==> config.mk <==
export PLATFORM = sky130hd
export DESIGN_NAME = lsu_mem_requester
export DESIGN_NICKNAME = d
export VERILOG_FILES = /design/src/rtl/lsu_mem_requester.sv
export SDC_FILE = /design/constraint.sdc
export NUM_CORES = 1
export LEC_CHECK = 0
export ABC_AREA = 1
export CAP_MARGIN = 30
export CORE_MARGIN = 3
export CORE_UTILIZATION = 44
export CTS_BUF_LIST = sky130_fd_sc_hd__clkbuf_16
export DETAILED_ROUTE_END_ITERATION = 8
export PLACE_DENSITY = 0.92
export SYNTH_ARGS = -nofsm -noshare
export SYNTH_HDL_FRONTEND = slang
export SYNTH_SLANG_ARGS = --single-unit
==> constraint.sdc <==
create_clock -name clk -period 2.15 [get_ports clk]
set_clock_uncertainty 0.1 [all_clocks]
set_input_delay 0.5375 -clock clk [delete_from_list [all_inputs] [get_ports clk]]
set_output_delay 0.5375 -clock clk [all_outputs]
set_load 0.005 [all_outputs]
==> src/rtl/lsu_mem_requester.sv <==
// Load/store initiator between the MEM stage and the memory controller data port.
// Optional build macro LSU_MISALIGN_TRAP_EN: misaligned loads fault without a memory access.
module lsu_mem_requester #(
   parameter int DATA_WIDTH = 64,
   parameter int RD_LATENCY = 1
) (
   input  logic                  clk,
   input  logic                  rst_n,
   input  logic                  req_valid_i,
   output logic                  req_ready_o,
   input  logic                  req_we_i,
   input  logic [DATA_WIDTH-1:0] req_addr_i,
   input  logic [DATA_WIDTH-1:0] req_wdata_i,
   input  logic [2:0]            req_wid_i,
   output logic                  resp_valid_o,
   input  logic                  resp_ready_i,
   output logic [DATA_WIDTH-1:0] resp_rdata_o,
   output logic                  resp_err_o,
   output logic [DATA_WIDTH-1:0] mem_addr_o,
   output logic                  mem_en_o,
   output logic                  mem_enwr_o,
   output logic [2:0]            mem_wid_o,
   output logic [DATA_WIDTH-1:0] mem_data_o,
   input  logic [DATA_WIDTH-1:0] mem_rdata_i,
   input  logic                  mem_unalign_i
);

   typedef enum logic [1:0] {IDLE, ST_ISSUE, RD_WAIT, RESP} state_t;

   state_t                r_state, w_nxt_state;
   logic [DATA_WIDTH-1:0] r_addr, w_nxt_addr;
   logic [DATA_WIDTH-1:0] r_wdata, w_nxt_wdata;
   logic [2:0]            r_wid, w_nxt_wid;
   logic                  r_en, w_nxt_en;
   logic                  r_enwr, w_nxt_enwr;
   logic [1:0]            r_cnt, w_nxt_cnt;
   logic [DATA_WIDTH-1:0] r_rdata, w_nxt_rdata;
   logic                  r_err, w_nxt_err;
   logic                  w_load_trap;
   logic [31:0]           w_sh;
   logic [DATA_WIDTH-1:0] w_ext;

`ifdef LSU_MISALIGN_TRAP_EN
   always_comb begin
      w_load_trap = 1'b0;
      case (req_wid_i)
         3'd1, 3'd5: w_load_trap = req_addr_i[0];
         3'd2, 3'd6: w_load_trap = |req_addr_i[1:0];
         3'd3:       w_load_trap = |req_addr_i[2:0];
         default:    w_load_trap = 1'b0;
      endcase
   end
`else
   assign w_load_trap = 1'b0;
`endif

   // Bytes shifted past the top of the dword come in as zeros before extension.
   assign w_sh = 32'(mem_rdata_i >> {r_addr[2:0], 3'b000});

   always_comb begin
      case (r_wid)
         3'd0:    w_ext = {{(DATA_WIDTH-8){w_sh[7]}}, w_sh[7:0]};
         3'd1:    w_ext = {{(DATA_WIDTH-16){w_sh[15]}}, w_sh[15:0]};
         3'd2:    w_ext = {{(DATA_WIDTH-32){w_sh[31]}}, w_sh[31:0]};
         3'd3:    w_ext = mem_rdata_i;
         3'd4:    w_ext = {{(DATA_WIDTH-8){1'b0}}, w_sh[7:0]};
         3'd5:    w_ext = {{(DATA_WIDTH-16){1'b0}}, w_sh[15:0]};
         3'd6:    w_ext = {{(DATA_WIDTH-32){1'b0}}, w_sh[31:0]};
         default: w_ext = '0;
      endcase
   end

   always_comb begin
      // NOTE: every next-state value is defaulted first so no path infers a latch.
      w_nxt_state = r_state;
      w_nxt_addr  = r_addr;
      w_nxt_wdata = r_wdata;
      w_nxt_wid   = r_wid;
      w_nxt_en    = r_en;
      w_nxt_enwr  = r_enwr;
      w_nxt_cnt   = r_cnt;
      w_nxt_rdata = r_rdata;
      w_nxt_err   = r_err;
      case (r_state)
         IDLE: begin
            if (req_valid_i) begin
               w_nxt_addr  = req_addr_i;
               w_nxt_wdata = req_wdata_i;
               w_nxt_wid   = req_wid_i;
               if (req_wid_i == 3'd7 || (!req_we_i && w_load_trap)) begin
                  w_nxt_state = RESP;
                  w_nxt_err   = 1'b1;
                  w_nxt_rdata = '0;
               end else if (req_we_i) begin
                  w_nxt_state = ST_ISSUE;
                  w_nxt_en    = 1'b1;
                  w_nxt_enwr  = 1'b0;
               end else begin
                  w_nxt_state = RD_WAIT;
                  w_nxt_en    = 1'b1;
                  w_nxt_enwr  = 1'b1;
                  w_nxt_cnt   = 2'(RD_LATENCY - 1);
               end
            end
         end
         ST_ISSUE: begin
            w_nxt_state = RESP;
            w_nxt_err   = mem_unalign_i;
            w_nxt_rdata = '0;
            w_nxt_en    = 1'b0;
            w_nxt_enwr  = 1'b1;
         end
         RD_WAIT: begin
            if (r_cnt == 2'd0) begin
               w_nxt_state = RESP;
               w_nxt_rdata = w_ext;
               w_nxt_err   = 1'b0;
               w_nxt_en    = 1'b0;
            end else begin
               w_nxt_cnt = r_cnt - 2'd1;
            end
         end
         RESP: begin
            if (resp_ready_i) begin
               w_nxt_state = IDLE;
               w_nxt_rdata = '0;
               w_nxt_err   = 1'b0;
            end
         end
         default: w_nxt_state = IDLE;
      endcase
   end

   // NOTE: state registers use non-blocking assignments so all flops update together.
   always_ff @(posedge clk or negedge rst_n) begin
      if (!rst_n) begin
         r_state <= IDLE;
         r_addr  <= '0;
         r_wdata <= '0;
         r_wid   <= 3'd0;
         r_en    <= 1'b0;
         r_enwr  <= 1'b1;
         r_cnt   <= 2'd0;
         r_rdata <= '0;
         r_err   <= 1'b0;
      end else begin
         r_state <= w_nxt_state;
         r_addr  <= w_nxt_addr;
         r_wdata <= w_nxt_wdata;
         r_wid   <= w_nxt_wid;
         r_en    <= w_nxt_en;
         r_enwr  <= w_nxt_enwr;
         r_cnt   <= w_nxt_cnt;
         r_rdata <= w_nxt_rdata;
         r_err   <= w_nxt_err;
      end
   end

   assign req_ready_o  = (r_state == IDLE);
   assign resp_valid_o = (r_state == RESP);
   assign resp_rdata_o = r_rdata;
   assign resp_err_o   = r_err;
   assign mem_addr_o   = r_addr;
   assign mem_en_o     = r_en;
   assign mem_enwr_o   = r_enwr;
   assign mem_wid_o    = r_wid;
   assign mem_data_o   = r_wdata;

endmodule
==> metrics.md, run 1 <==
| Metric | Value |
|---|---|
| Status | finished clean |
| Critical R2R Launch | mem_addr_o[1]$_DFFE_PN0P_ |
| Post-synth top area share | around half |
| Hpwl dp | roughly 30000 um |
| Area of the multi-input gates | 0.00445 sq mm |
| Clk Latency, worst-skew pair | around 0.54 ns |
| Seq/Total Area, Yosys | slightly above 50% |
| Number of synthesized flops with an enable pin | 0 |
| Largest net degree at the start of global routing | roughly 90 |
| Final core utilization | a little over two thirds |
| Remaining DRCs | 0 |
| Max-cap viol count | 0 |
| PD cells | ~1500 mW/mm^2 |
| WL met3 | between 4000 and 5000 um |
| Post-synthesis to final-layout area growth | 55.9% |
| Final setup viols | 0 |
| Worst EP arrival | 1.48 ns |
| Die H | 157 um |
| Mapped Avg Cell Area | around 7.2 sq um |
| Top-level port count | approximately 400 |
| Root buffer cell | clkbuf_16 |
| Gpl congestion | between 1 and 1.5 |
| Fmax | 0.471 GHz |
| Final period util | 98.7% |
| Vias post-DR | 11334 |
| Static Leak | approximately 8 nW |
| Startpoint types | flip-flop |
| Kind of critical path | reg2out |
| Overall global routing resource usage | about 32% |
| R2R depth | 11 |
| CP Buf/Inv Count | 2 |
| First-pass GRT wire length | between 60000 and 70000 um |
| Vias in the first global route | 11716 |
| Net Count, Synth | around 1600 |
| Synthesized instance count | between 1000 and 1500 |
| Register area | 0.00506 sq mm |
| Instance count on the critical path | 3 |
| CP top delay family | buffers and inverters |
| CP Data Required Time | 1.51 ns |
| Synthesized flop and latch total | between 200 and 250 |
| Num CTS Buffers | 23 |
| Layout cells sized above 1 | around 7.5% |
| Max FO, Critical Path | 2 |
| Initial Utilization | 45.4% |
| Reg2reg end | resp_rdata_o[35]$_DFFE_PN0P_ |
| Grt ovf | 0 |
| Setup slack, reg-to-reg | 0.14 ns |
| VDD IR max | between 1 and 1.5 mV |
| Post-synth top area cell | dfrtp_1 |
| FP Rows | 54 |
| Clock slew at reported path FFs | ~0.07 ns |
| CP Capture Point | resp_valid_o |
| FFs w/ async S/R, synth | 100% |
| Final Max Slew Viols | 0 |
| Rel. slew slack | 67.9% |
| Final setup margin | 0.0286 ns |
| Mapped Area | 0.0101 sq mm |
| Sink Count | between 200 and 250 |
| Router iterations before antenna repair | 5 |
| Fin. Hold Viols | 0 |
| Synth top area cells | dfrtp_1 (50%), nand2_1 (29%), o21ai_0 (4.4%) |
| Routed Antenna Nets | 0 |
| Wirelength per Cell | between 15 and 20 um |
| Slew @ Worst Pin | 0.482 ns |
| Worst setup startpoint | r_state[1]$_DFFE_PN0P_ |
| Initial antenna violation count | 10 |
| Crit path cell chain | buf_4, ha_4, dlygate4sd2_1 |
| Setup slack at placement | -0.160 ns |
| Fillers | around 1600 |
| H-tree depth | 1 |
| Distinct cells, synth | 31 |
| Core Box Area | about 0.022 sq mm |
| Primary FF master, synth | dfrtp_1 |
| Hold Path Class | in2async |
| Largest stage delay, worst path | roughly 0.38 ns |
| Post-layout nets | ~2000 |
| CTS tree | yes |
| Longest Clk Path Bufs | 3 |
| Chip width | between 150 and 200 um |
| Critical-path top delay cell | dfrtp_1 |
| DRT met1 WL | approximately 14000 um |
| Metal2 WL | ~20000 um |
| Final min period | approximately 2.1 ns |
| DR vias/cell | 5.34 |
| First DRT Iteration DRCs | around 930 |
| I/O Buffers | 400 |
| Ys Warns | 0 |
| Full die area | roughly 0.025 sq mm |
| CP endpoint kind | output port |
| DRT Wirelength | between 40000 and 50000 um |
| Top Layer Used | met5 |
==> final cells by class <==
class	count	area share (%)
Tap cell	280	2.24
Antenna cell	9	0.144
Clock inverter	18	1.15
Clock buffer	23	3.67
Sequential cell	202	32.3
Timing Repair Buffer	471	30.5
Multi-Input combinational cell	1054	28.4
Inverter	67	1.62
==> through the flow <==
stage                     TNS, ns  power, mW  std cells  hold WS (ns)  instance area, sq um
after floorplan                 0       11.9       1398         0.142                 10100
after global placement      -5.11       18.1       2061         0.298                 14700
after detailed placement    -8.18       18.5       2061         0.299                 14700
after CTS                 -0.0370       22.9       2112         0.320                 15600
after global routing      -0.0129       24.5       2123         0.334                 15700
final                           0       23.0       2124         0.330                 15700
==> report_power, final <==
part	internal (mW)	total, mW	switching [mW]
Clock	2.33	4.02	1.69
Combinational	5.93	12.3	6.40
Sequential	5.54	6.63	1.09
==> cells in the mapped netlist (2+ instances only) <==
library cell and count:
o21ai_0 89, inv_1 61, nand3_1 59, nand4_1 2
o21ai_1 9, o22ai_1 3, nor2_1 51, nand2_2 2
clkbuf_1 43, a22oi_1 5, dfrtp_1 201, nor3_1 4
inv_2 5, nor2_2 4, nand2_1 782, buf_6 4
o211ai_1 15, a21oi_1 9, nor2_4 3, and2_0 5
buf_4 2, ha_1 6, buf_2 26
==> worst min path at each step <==
stage               startpoint                            to
global placement         rst_n  resp_rdata_o[49]$_DFFE_PN0P_
detailed placement       rst_n  resp_rdata_o[49]$_DFFE_PN0P_
CTS                      rst_n  resp_rdata_o[25]$_DFFE_PN0P_
global route             rst_n  resp_rdata_o[25]$_DFFE_PN0P_
floorplan                rst_n     mem_addr_o[0]$_DFFE_PN0P_
finish                   rst_n  resp_rdata_o[25]$_DFFE_PN0P_
==> timing repair <==
item,4_1_cts,5_1_grt
gates resized for setup,21,12
buffers inserted,9,3
hold buffers,1,0
endpoints found under the setup margin,10,67
hold endpoints to repair,11,0
pin swaps,1,1
==> cells by family (layout without fill, tap and decap cells) <==
| family | count (synthesis) | after routing | synth area share (%) |
|---|---|---|---|
| flops | 202 | 202 | 50.3 |
| simple gates | 916 | 916 | 35.8 |
| fa+ha+maj | 6 | 6 | 0.747 |
| compound gates | 132 | 132 | 7.19 |
| buf+inv | 142 | 579 | 6.00 |
| other cells | 0 | 9 | 0 |
==> layer usage <==
layer  vias to the layer above  track usage, %
met5                         -               0
met1                      5329            35.8
met2                       647            54.5
met4                         4            18.8
li1                       5184               -
met3                       170            11.0
==> state kept, by name, summed over array words and instances, names as in the netlist <==
name and flops:
mem_en_o 1, resp_err_o 1, r_cnt 2, mem_wid_o 3, mem_data_o 64, resp_rdata_o 64
mem_enwr_o 1, mem_addr_o 64, r_state 2
==> placed cells by master (no fill, tap or decap), types with 4 or more instances in the layout <==
cell type,netlist,routed
nor2_2,4,4
a22oi_1,5,5
inv_1,61,65
o21ai_0,89,89
dlygate4sd2_1,0,7
diode_2,0,9
and2_0,5,5
dlymetal6s2s_1,0,8
nor3_1,4,4
inv_2,5,7
nor2_1,51,50
dfrtp_1,201,196
clkbuf_16,0,23
o211ai_1,15,15
nand2_2,2,4
a21oi_1,9,9
buf_12,0,18
nand3_1,59,59
dfrtp_2,0,5
clkdlybuf4s50_1,0,383
nand2_1,782,779
o21ai_1,9,9
buf_4,2,52
nor2_4,3,4
Note: power is estimated with default switching activity, not from simulation.
==> run 2, diff against run 1 <==
--- a/config.mk
+++ b/config.mk
@@ -7,11 +7,11 @@
 export LEC_CHECK = 0
 export ABC_AREA = 1
 export CAP_MARGIN = 30
-export CORE_MARGIN = 3
-export CORE_UTILIZATION = 44
+export CORE_AREA = 2 2 155 157
 export CTS_BUF_LIST = sky130_fd_sc_hd__clkbuf_16
 export DETAILED_ROUTE_END_ITERATION = 8
-export PLACE_DENSITY = 0.92
+export DIE_AREA = 0 0 157 159
+export PLACE_DENSITY = 0.91
 export SYNTH_ARGS = -nofsm -noshare
 export SYNTH_HDL_FRONTEND = slang
 export SYNTH_SLANG_ARGS = --single-unit
==> constraint.sdc (replaced) <==
create_clock -name clk -period 2.1 [get_ports clk]
set_clock_uncertainty 0.1 [all_clocks]
set_input_delay 0.525 -clock clk [delete_from_list [all_inputs] [get_ports clk]]
set_output_delay 0.525 -clock clk [all_outputs]
set_load 0.005 [all_outputs]
==> metrics.md, run 2 (synthesized netlist as in run 1, its figures left out) <==
| Metric | Value |
|---|---|
| Longest Clk Path Bufs | 3 |
| Status | finished clean |
| Wirelength per Cell | slightly below 20 um |
| Fmax | 0.479 GHz |
| First DRT Iteration DRCs | approximately 860 |
| DR vias/cell | just over 5 |
| RSZ-0062 raised after global routing | yes |
| Final Max Slew Viols | 0 |
| First-pass GRT wire length | 62700 um |
| Initial antenna violation count | 10 |
| PD cells | 1500 mW/mm^2 |
| Grt ovf | 0 |
| Reg2reg end | resp_rdata_o[25]$_DFFE_PN0P_ |
| Root buffer cell | clkbuf_16 |
| Final setup viols | 0 |
| Total power | ~24 mW |
| Worst setup startpoint | mem_data_o[45]$_DFFE_PN0P_ |
| Critical R2R Launch | r_state[0]$_DFFE_PN0P_ |
| Hold Path Class | reg2reg |
| Top-level port count | ~400 |
| Router iterations before antenna repair | 6 |
| Overall global routing resource usage | between 30% and 40% |
| Clock slew at reported path FFs | around 0.06 ns |
| DRT Wirelength | between 40000 and 50000 um |
| CP Buf/Inv Count | 1 |
| Largest stage delay, worst path | approximately 0.55 ns |
| Chip width | 157 um |
| Routed Antenna Nets | 0 |
| Largest net degree at the start of global routing | 67 |
| Startpoint types | flip-flop |
| CP Capture Point | mem_data_o[45] |
| Post-layout nets | 2048 |
| Vias in the first global route | approximately 12000 |
| Remaining DRCs | 0 |
| I/O Buffers | 400 |
| Fin. Hold Viols | 0 |
| Max-cap viol count | 0 |
| Sink Count | roughly 200 |
| Hpwl dp | 30300 um |
| Core Box Area | between 0.02 and 0.025 sq mm |
| Slew @ Worst Pin | a little under 0.5 ns |
| Critical-path top delay cell | clkdlybuf4s50_1 |
| Placed cell area | between 0.01 and 0.015 sq mm |
| Most common cell after layout, fill and taps aside | nand2_1 |
| Most frequent cells in the layout | nand2_1 (779), clkdlybuf4s50_1 (378), dfrtp_1 (195) |
| Design Area, Final | 0.0160 sq mm |
| Initial Utilization | a little over two fifths |
| Area of the multi-input gates | 0.00445 sq mm |
| Instance count on the critical path | 1 |
| Rel. slew slack | between 60% and 70% |
| VDD IR max | 0.924 mV |
| Kind of critical path | reg2out |
| Setup slack, reg-to-reg | ~0.07 ns |
| Num CTS Buffers | 23 |
| Post-synthesis to final-layout area growth | 58.8% |
| Vias post-DR | between 10000 and 15000 |
| Clk Latency, worst-skew pair | around 0.51 ns |
| Register area | between 0.005 and 0.006 sq mm |
| CP Data Required Time | ~1.5 ns |
| Crit path cell chain | clkdlybuf4s50_1 |
| Fillers | roughly 1700 |
| Final min period | 2.09 ns |
| Max FO, Critical Path | 2 |
| H-tree depth | 1 |
| FP Rows | 56 |
| R2R depth | 12 |
| CTS tree | yes |
| CP endpoint kind | output port |
| Full die area | ~0.025 sq mm |
| Die H | 159 um |
| Gpl congestion | approximately 1.0 |
| Static Leak | 8.22 nW |
| CP top delay family | buffers and inverters |
| Layout cells sized above 1 | around 9% |
| Final period util | between 90% and 100% |
| Worst EP arrival | 1.46 ns |
run 2: cell count changes in the layout (fill, tap and decap cells not counted), moves of 2 or more:
cell             delta
dlygate4sd2_1       -4
diode_2             +2
clkbuf_16           +3
buf_8               +3
buf_4              +15
clkdlybuf4s50_1     -5
clkinv_1            +6
inv_1               -4
dlymetal6s2s_1      +7
buf_6               +5
buf_12              -3
run 2: how the worst min path moves through the flow:
stage                                       startpoint                            to  slack [ns]  cells past startpoint
after floorplan                                  rst_n     mem_addr_o[0]$_DFFE_PN0P_        0.13                      0
after detailed placement    mem_addr_o[15]$_DFFE_PN0P_    mem_addr_o[15]$_DFFE_PN0P_        0.36                      2
after CTS                 resp_rdata_o[58]$_DFFE_PN0P_  resp_rdata_o[58]$_DFFE_PN0P_        0.38                      2
after global placement       mem_data_o[0]$_DFFE_PN0P_     mem_data_o[0]$_DFFE_PN0P_        0.36                      2
after global routing      resp_rdata_o[23]$_DFFE_PN0P_  resp_rdata_o[23]$_DFFE_PN0P_        0.40                      2
final                     resp_rdata_o[58]$_DFFE_PN0P_  resp_rdata_o[58]$_DFFE_PN0P_        0.38                      2
run 2: metal layers:
metal | vias to the layer above | GRT usage [%] | share of wire [%]
li1 | 5235 | - | -
met1 | 5306 | 35.4 | 35
met2 | 625 | 54.9 | 48
met3 | 169 | 10.3 | 10
met4 | 4 | 18.8 | 6.6
met5 | - | 0 | 0.064
run 2: stage by stage:
stage / cells / TNS, ns / util (%) / hold slack, ns / setup slack (ns)
3_5_place_dp: 2115 / -15.08 / 64.1 / 0.365 / -0.282
3_3_place_gp: 2115 / -12.02 / 64.1 / 0.362 / -0.245
5_1_grt: 2187 / -1.64 / 68.8 / 0.397 / -0.0615
2_1_floorplan: 1398 / 0 / - / 0.129 / 0.218
4_1_cts: 2168 / -0.0474 / 67.9 / 0.380 / -0.0474
6_report: 2188 / 0 / 68.8 / 0.378 / 0.0139
run 2: timing repair:
| item | in CTS | in global routing |
|---|---|---|
| hold buffers | 1 | 0 |
| setup endpoints to repair | 10 | 82 |
| endpoints found under the hold margin | 45 | 0 |
| resized for setup | 20 | 32 |
| setup buffers | 10 | 5 |
| gates cloned | 0 | 5 |
| pin swaps | 1 | 4 |
run 2: cell type report:
class | count | share of cell area [%]
clock buffer | 23 | 3.60
antenna | 11 | 0.172
sequential | 202 | 31.7
multi-input combinational | 1054 | 27.9
timing repair buffer | 493 | 31.4
tap | 319 | 2.50
clock inverter | 19 | 1.19
inverter | 67 | 1.61
run 2: where the power goes:
| part | internal, mW | switching [mW] | total, mW |
|---|---|---|---|
| registers | 5.67 | 1.10 | 6.78 |
| logic | 6.28 | 6.77 | 13.0 |
| clock network | 2.48 | 1.66 | 4.14 |
